`config.mk`:
```
export PLATFORM = sky130hd
export DESIGN_NAME = mask_and_arbiter_flat
export DESIGN_NICKNAME = d
export VERILOG_FILES = /design/src/rtl/mask_and_arbiter_pkg.sv /design/src/rtl/mask_and_arbiter_if.sv /design/src/rtl/mask_and_arbiter_rr_arb2.sv /design/src/rtl/mask_and_arbiter.sv /design/src/flat_wrapper.sv
export SDC_FILE = /design/constraint.sdc
export NUM_CORES = 1
export LEC_CHECK = 0
export CORE_MARGIN = 8
export CORE_UTILIZATION = 38
export DETAILED_ROUTE_END_ITERATION = 12
export HOLD_SLACK_MARGIN = 0.05
export PLACE_DENSITY = 0.75
export SLEW_MARGIN = 20
export SYNTH_ARGS = -nofsm -noshare
export SYNTH_HDL_FRONTEND = slang
export SYNTH_SLANG_ARGS = --single-unit
```
`constraint.sdc`:
```
create_clock -name clk -period 1.43 [get_ports clk]
set_input_delay 0.286 -clock clk [delete_from_list [all_inputs] [get_ports clk]]
set_output_delay 0.286 -clock clk [all_outputs]
set_load 0.05 [all_outputs]
```
`src/rtl/mask_and_arbiter_pkg.sv`:
```
// Shared definitions for the mask_and_arbiter block.
// - state_e   : output-register FSM state (IDLE = empty, HOLD = result held)
// - SRC0/SRC1 : requester indices used by the arbiter and on out_src
package mask_and_arbiter_pkg;

    typedef enum logic {
        IDLE = 1'b0,
        HOLD = 1'b1
    } state_e;

    localparam logic SRC0 = 1'b0;
    localparam logic SRC1 = 1'b1;

endpackage : mask_and_arbiter_pkg

```
`src/rtl/mask_and_arbiter_if.sv`:
```
// Handshake bundle between the two producers, the mask/arbiter block and the
// single consumer.
// - req0_*/req1_* : valid/data from each producer, ready back to it
// - out_*         : registered result (valid/data/src) to the consumer, ready back
// Modports: slave = the mask_and_arbiter block, master = producers + consumer.
interface mask_and_arbiter_if #(
    parameter int WIDTH = 8
);
    logic             req0_valid;
    logic [WIDTH-1:0] req0_data;
    logic             req0_ready;
    logic             req1_valid;
    logic [WIDTH-1:0] req1_data;
    logic             req1_ready;
    logic             out_valid;
    logic [WIDTH-1:0] out_data;
    logic             out_src;
    logic             out_ready;

    modport slave (
        input  req0_valid, req0_data,
        output req0_ready,
        input  req1_valid, req1_data,
        output req1_ready,
        output out_valid, out_data, out_src,
        input  out_ready
    );

    modport master (
        output req0_valid, req0_data,
        input  req0_ready,
        output req1_valid, req1_data,
        input  req1_ready,
        input  out_valid, out_data, out_src,
        output out_ready
    );
endinterface : mask_and_arbiter_if

```
`src/rtl/mask_and_arbiter_rr_arb2.sv`:
```
// Two-way round-robin arbiter, purely combinational.
// - valid0/valid1 : request lines
// - rr_last       : index of the previous winner
// - en            : arbitration allowed this cycle
// - grant         : winning requester index (SRC0 when nothing wins)
// - gnt_valid     : a winner exists and en is high
module rr_arb2
    import mask_and_arbiter_pkg::*;
(
    input  logic valid0,
    input  logic valid1,
    input  logic rr_last,
    input  logic en,
    output logic grant,
    output logic gnt_valid
);

    // NOTE: every output gets a default before the if-chain so no path leaves
    // it unassigned, which would otherwise infer a latch.
    always_comb begin
        grant     = SRC0;
        gnt_valid = 1'b0;
        if (en) begin
            gnt_valid = valid0 | valid1;
            if (valid0 && valid1) begin
                // Contention: the requester that did not win last time goes.
                grant = (rr_last == SRC0) ? SRC1 : SRC0;
            end else if (valid1) begin
                grant = SRC1;
            end else begin
                grant = SRC0;
            end
        end
    end

endmodule : rr_arb2

```
`src/rtl/mask_and_arbiter.sv`:
```
// Shared AND-mask datapath serving two requesters with round-robin arbitration.
// The accepted operand is masked and registered; the result is held until the
// consumer takes it, with a new operand accepted in the same cycle for full
// throughput.
// Ports:
// - clk, rst_n       : clock, asynchronous active-low reset
// - cfg_we, cfg_mask : mask write strobe and new mask value
// - mask_q           : current mask (resets to all ones)
// - done_cnt         : saturating count of delivered results
// - bus              : requester/consumer handshakes (slave modport)
module mask_and_arbiter
    import mask_and_arbiter_pkg::*;
#(
    parameter int WIDTH = 8,
    parameter int CNT_W = 16
) (
    input  logic             clk,
    input  logic             rst_n,
    input  logic             cfg_we,
    input  logic [WIDTH-1:0] cfg_mask,
    output logic [WIDTH-1:0] mask_q,
    output logic [CNT_W-1:0] done_cnt,
    mask_and_arbiter_if.slave bus
);

    state_e           state_q;
    state_e           state_d;
    logic             accept;
    logic             grant;
    logic             gnt_valid;
    logic             rr_last;
    logic             deliver;
    logic [WIDTH-1:0] win_data;
    logic [WIDTH-1:0] out_data_q;
    logic             out_src_q;

    // The output register can take a new result when it is empty, or when the
    // held result leaves in this same cycle.
    assign accept  = (state_q == IDLE) || ((state_q == HOLD) && bus.out_ready);
    assign deliver = (state_q == HOLD) && bus.out_ready;

    rr_arb2 u_arb (
        .valid0    (bus.req0_valid),
        .valid1    (bus.req1_valid),
        .rr_last   (rr_last),
        .en        (accept),
        .grant     (grant),
        .gnt_valid (gnt_valid)
    );

    assign win_data       = (grant == SRC1) ? bus.req1_data : bus.req0_data;
    assign bus.req0_ready = gnt_valid && (grant == SRC0);
    assign bus.req1_ready = gnt_valid && (grant == SRC1);

    // Outputs come straight from registers, so out_ready never reaches out_data.
    assign bus.out_valid = (state_q == HOLD);
    assign bus.out_data  = out_data_q;
    assign bus.out_src   = out_src_q;

    // FSM next state: a winner always fills the register; otherwise a taken
    // result empties it.
    always_comb begin
        state_d = state_q;
        if (gnt_valid) begin
            state_d = HOLD;
        end else if (deliver) begin
            state_d = IDLE;
        end
    end

    // NOTE: sequential state uses non-blocking assignments so every register
    // samples the pre-edge values of the others, matching the hardware.
    always_ff @(posedge clk or negedge rst_n) begin
        if (!rst_n) begin
            state_q <= IDLE;
        end else begin
            state_q <= state_d;
        end
    end

    // Result register and round-robin pointer. mask_q here is the value before
    // any same-cycle cfg write, so a new mask applies from the next accept on.
    always_ff @(posedge clk or negedge rst_n) begin
        if (!rst_n) begin
            out_data_q <= '0;
            out_src_q  <= SRC0;
            rr_last    <= SRC1;
        end else if (gnt_valid) begin
            out_data_q <= mask_q & win_data;
            out_src_q  <= grant;
            rr_last    <= grant;
        end
    end

    always_ff @(posedge clk or negedge rst_n) begin
        if (!rst_n) begin
            mask_q <= '1;
        end else if (cfg_we) begin
            mask_q <= cfg_mask;
        end
    end

    // Delivered-result counter sticks at all ones instead of wrapping.
    always_ff @(posedge clk or negedge rst_n) begin
        if (!rst_n) begin
            done_cnt <= '0;
        end else if (deliver && (done_cnt != '1)) begin
            done_cnt <= done_cnt + 1'b1;
        end
    end

endmodule : mask_and_arbiter

```
`src/flat_wrapper.sv`:
```
// flat-port wrapper written by rule: the top's interface ports become plain ports
module mask_and_arbiter_flat import mask_and_arbiter_pkg::*;
#(
    parameter int WIDTH = 8,
    parameter int CNT_W = 16
)
  (clk, rst_n, cfg_we, cfg_mask, mask_q, done_cnt, bus_req0_valid, bus_req0_data, bus_req0_ready, bus_req1_valid, bus_req1_data, bus_req1_ready, bus_out_valid, bus_out_data, bus_out_src, bus_out_ready);
  mask_and_arbiter_if #(.WIDTH(WIDTH)) bus_i ();
  input  logic clk;
  input  logic rst_n;
  input  logic cfg_we;
  input  logic [WIDTH-1:0] cfg_mask;
  output logic [WIDTH-1:0] mask_q;
  output logic [CNT_W-1:0] done_cnt;
  input wire logic [$bits(bus_i.req0_valid)-1:0] bus_req0_valid;
  input wire logic [$bits(bus_i.req0_data)-1:0] bus_req0_data;
  output wire logic [$bits(bus_i.req0_ready)-1:0] bus_req0_ready;
  input wire logic [$bits(bus_i.req1_valid)-1:0] bus_req1_valid;
  input wire logic [$bits(bus_i.req1_data)-1:0] bus_req1_data;
  output wire logic [$bits(bus_i.req1_ready)-1:0] bus_req1_ready;
  output wire logic [$bits(bus_i.out_valid)-1:0] bus_out_valid;
  output wire logic [$bits(bus_i.out_data)-1:0] bus_out_data;
  output wire logic [$bits(bus_i.out_src)-1:0] bus_out_src;
  input wire logic [$bits(bus_i.out_ready)-1:0] bus_out_ready;
  assign bus_i.req0_valid = bus_req0_valid;
  assign bus_i.req0_data = bus_req0_data;
  assign bus_req0_ready = bus_i.req0_ready;
  assign bus_i.req1_valid = bus_req1_valid;
  assign bus_i.req1_data = bus_req1_data;
  assign bus_req1_ready = bus_i.req1_ready;
  assign bus_out_valid = bus_i.out_valid;
  assign bus_out_data = bus_i.out_data;
  assign bus_out_src = bus_i.out_src;
  assign bus_i.out_ready = bus_out_ready;
  mask_and_arbiter #(.WIDTH(WIDTH), .CNT_W(CNT_W)) u_core (.clk(clk), .rst_n(rst_n), .cfg_we(cfg_we), .cfg_mask(cfg_mask), .mask_q(mask_q), .done_cnt(done_cnt), .bus(bus_i));
endmodule
```
==> results.json <==
{
  "synth_area_per_cell_sq_um": 11.6,
  "power.density_nw_per_um2": 1300,
  "ios": 66,
  "yosys.cell_types.count": 28,
  "slew_violations": 0,
  "drc": 0,
  "criticalPathCategory": "flop to flop",
  "finalCriticalPeriod_ns": 1.62,
  "synth_area_leaders": "dfrtp_1, dfstp_2, xnor2_1",
  "p_int_mw": 2.68,
  "cts_tree": "done",
  "drt_iter0_drc": 51,
  "ys_seq_area_frac": 0.560,
  "synth.cell_area_sq_um": 1590,
  "start_util": 0.396,
  "critical_path.max_fanout": 8,
  "r2r_end": "u_core.done_cnt[1]$_DFFE_PN0P_",
  "dieArea_sq_um": 6490,
  "p_switching_mw": 1.52,
  "clock_skew_ns": 0.00228,
  "fillCellCount": 210,
  "diodes": 0,
  "via_per_inst": 5.08,
  "fp.dieH_microns": 80.6,
  "ant_nets": 0,
  "synth_area_leader_cell": "dfrtp_1",
  "ys_ff_latch": 35,
  "seq_power_share": 0.315,
  "power_switching_share": 0.361,
  "cts.path.max_buffers": 2,
  "max_freq_mhz": 618,
  "layout-drive-gt1-share": 0.545,
  "ff2ff_path_depth": 5,
  "clockPowerShare": 0.186,
  "htreeDepth": 2,
  "setup_viol": 17,
  "die_w_microns": 80.6,
  "maxCapViolCount": 0,
  "wl_mm": 4.99,
  "synth_top_area_share": 0.410,
  "yosys_most_used_dff": "dfrtp_1",
  "cp.required_ns": 1.61,
  "dr.pass1.iters": 6,
  "ys_warn_count": 0,
  "final_core_util": 0.809,
  "drt-wirelength-per-cell_microns": 17.1,
  "antenna_found_initial": 0,
  "maxSlewHeadroom": 0.822,
  "netlist_instances": 137,
  "globalplace.congestion": 0.780,
  "start_kind": "flop",
  "violations": "setup timing",
  "regToRegStartpoint": "u_core.done_cnt[1]$_DFFE_PN0P_",
  "tightest_slew_ns": 0.266,
  "rows": 23,
  "nets": 272,
  "grt_pass1_wl_mm": 8.07,
  "insertion_delay_ns": 0.29,
  "power_frac_comb": 0.498,
  "leakage_nw": 1.45,
  "clkTransAtPathRegs_ns": 0.07,
  "hold_viol": 0,
  "area_growth_pct": 104,
  "grt_max_degree": 36,
  "synthTopCellsByCount": "dfrtp_1, nand2_1, xnor2_1",
  "yosysMostFrequentCell": "dfrtp_1",
  "numClockSinks": 35,
  "post-route-period-util": 1.13,
  "grt_pass1_vias": 1679,
  "hp-class": "primary input to asynchronous set/reset pin",
  "cts-buffers-inserted": 5,
  "port_buffers": 65,
  "dp_hpwl_mm": 3.65,
  "grt_usage": 0.162,
  "peakVddDrop_v": 0.000915,
  "cp-end-kind": "flop",
  "synth_fp_nets": 168,
  "timing.critical_path.from": "u_core.done_cnt[1]$_DFFE_PN0P_",
  "cts_root_buf": "clkbuf_8",
  "place_ws_ns": -0.351,
  "synth_edf_count": 0,
  "grt-ovfl-total": 0,
  "status": "finished, violations left",
  "vias": 1483,
  "setup_ws_ns": -0.188,
  "rsz0062_at_grt": "true",
  "worstPathArrival_ns": 1.79,
  "core_sq_um": 4000,
  "rrSetupSlack_ns": -0.19,
  "synthArstFlopShare": 1.00
}
==> worst max-delay path: stages, from the launching register on <==
cell and delay, ns:
dfrtp_2 0.43, ha_4 0.17, and4_4 0.16, a41oi_4 0.29, buf_12 0.17, mux2_4 0.29
==> what timing repair did <==
| action | 4_1_cts | 5_1_grt |
|---|---|---|
| setup endpoints to repair | 21 | 20 |
| endpoints found under the hold margin | 0 | 0 |
| buffers inserted | 4 | 2 |
| gates cloned | 1 | 0 |
| pin swaps | 23 | 15 |
| gates resized for setup | 21 | 11 |
| hold buffers | 0 | 0 |
==> state kept, by name, indices dropped and copies added (netlist names) <==
name                  count
u_core.rr_last            1
u_core.bus.out_src        1
u_core.done_cnt          16
u_core.bus.out_valid      1
u_core.bus.out_data       8
u_core.mask_q             8
==> how the worst max path moves through the flow <==
stage	to	slack, ns	depth (start not counted)
4_1_cts	bus_req0_ready	-0.18	4
6_report	u_core.done_cnt[1]$_DFFE_PN0P_	-0.19	5
3_5_place_dp	u_core.bus.out_data[4]$_DFFE_PN0P_	-0.35	6
5_1_grt	u_core.done_cnt[11]$_DFFE_PN0P_	-0.22	6
3_3_place_gp	bus_req0_ready	-0.26	5
2_1_floorplan	u_core.done_cnt[10]$_DFFE_PN0P_	-0.32	6
==> cell families (layout without fill, tap and decap cells) <==
family,count (synthesis),count (layout),share of synthesized area
AO/OA/AOI/OAI,12,12,0.0553
AND/OR/NAND/NOR,52,52,0.163
flip-flops,35,35,0.560
adder cells (fa/ha/maj),1,1,0.00789
buffers and inverters,5,110,0.0174
XOR/XNOR,15,15,0.0829
multiplexers,17,17,0.114
==> layout make-up <==
| class | instances | area [sq um] | share of cell area |
|---|---|---|---|
| timing repair buffer | 101 | 1350 | 0.416 |
| sequential | 35 | 901 | 0.279 |
| clock buffer | 8 | 100 | 0.0309 |
| inverter | 1 | 7.51 | 0.00232 |
| multi-input combinational | 97 | 817 | 0.253 |
| tap | 50 | 62.6 | 0.0193 |
==> power groups by stage <==
stage	combinational (mW)	sequential (mW)	clock (mW)
final	2.09	1.32	0.782
after global routing	2.19	1.34	0.833
after CTS	2.06	1.32	0.799
after detailed placement	1.97	1.34	0
after global placement	1.93	1.32	0
after floorplan	0.302	1.88	0
==> stage by stage <==
stage,TNS [ns],area (sq um),hold WS [ns],power (mW),instances
after floorplan,-3.73,1640,-0.00959,2.18,137
after global placement,-4.89,2950,0.492,3.25,278
after detailed placement,-5.52,2950,0.496,3.30,278
after CTS,-1.64,3190,0.381,4.18,291
after global routing,-2.64,3230,0.384,4.36,292
final,-2.05,3230,0.373,4.20,292
==> layout by cell type (no fill, tap or decap), drive strengths merged, types with 2 or more instances in the layout <==
master	instances
o21ai	9
clkdlybuf4s50	26
dlygate4sd2	2
nand3	4
buf	72
clkbuf	8
nor2	8
and3	3
nand4	7
xnor2	14
dfrtp	26
dfstp	9
mux2i	8
mux2	9
nand2	24
and4	3
==> per-layer routing <==
layer | global-route usage | routed length, microns | vias to the layer above
li1 | - | - | 684
met3 | 0.0938 | 581 | 14
met4 | 0.0636 | 118 | 0
met2 | 0.277 | 2450 | 72
met5 | 0 | 0 | -
met1 | 0.157 | 1840 | 713
(Power assumes the default switching activity.)
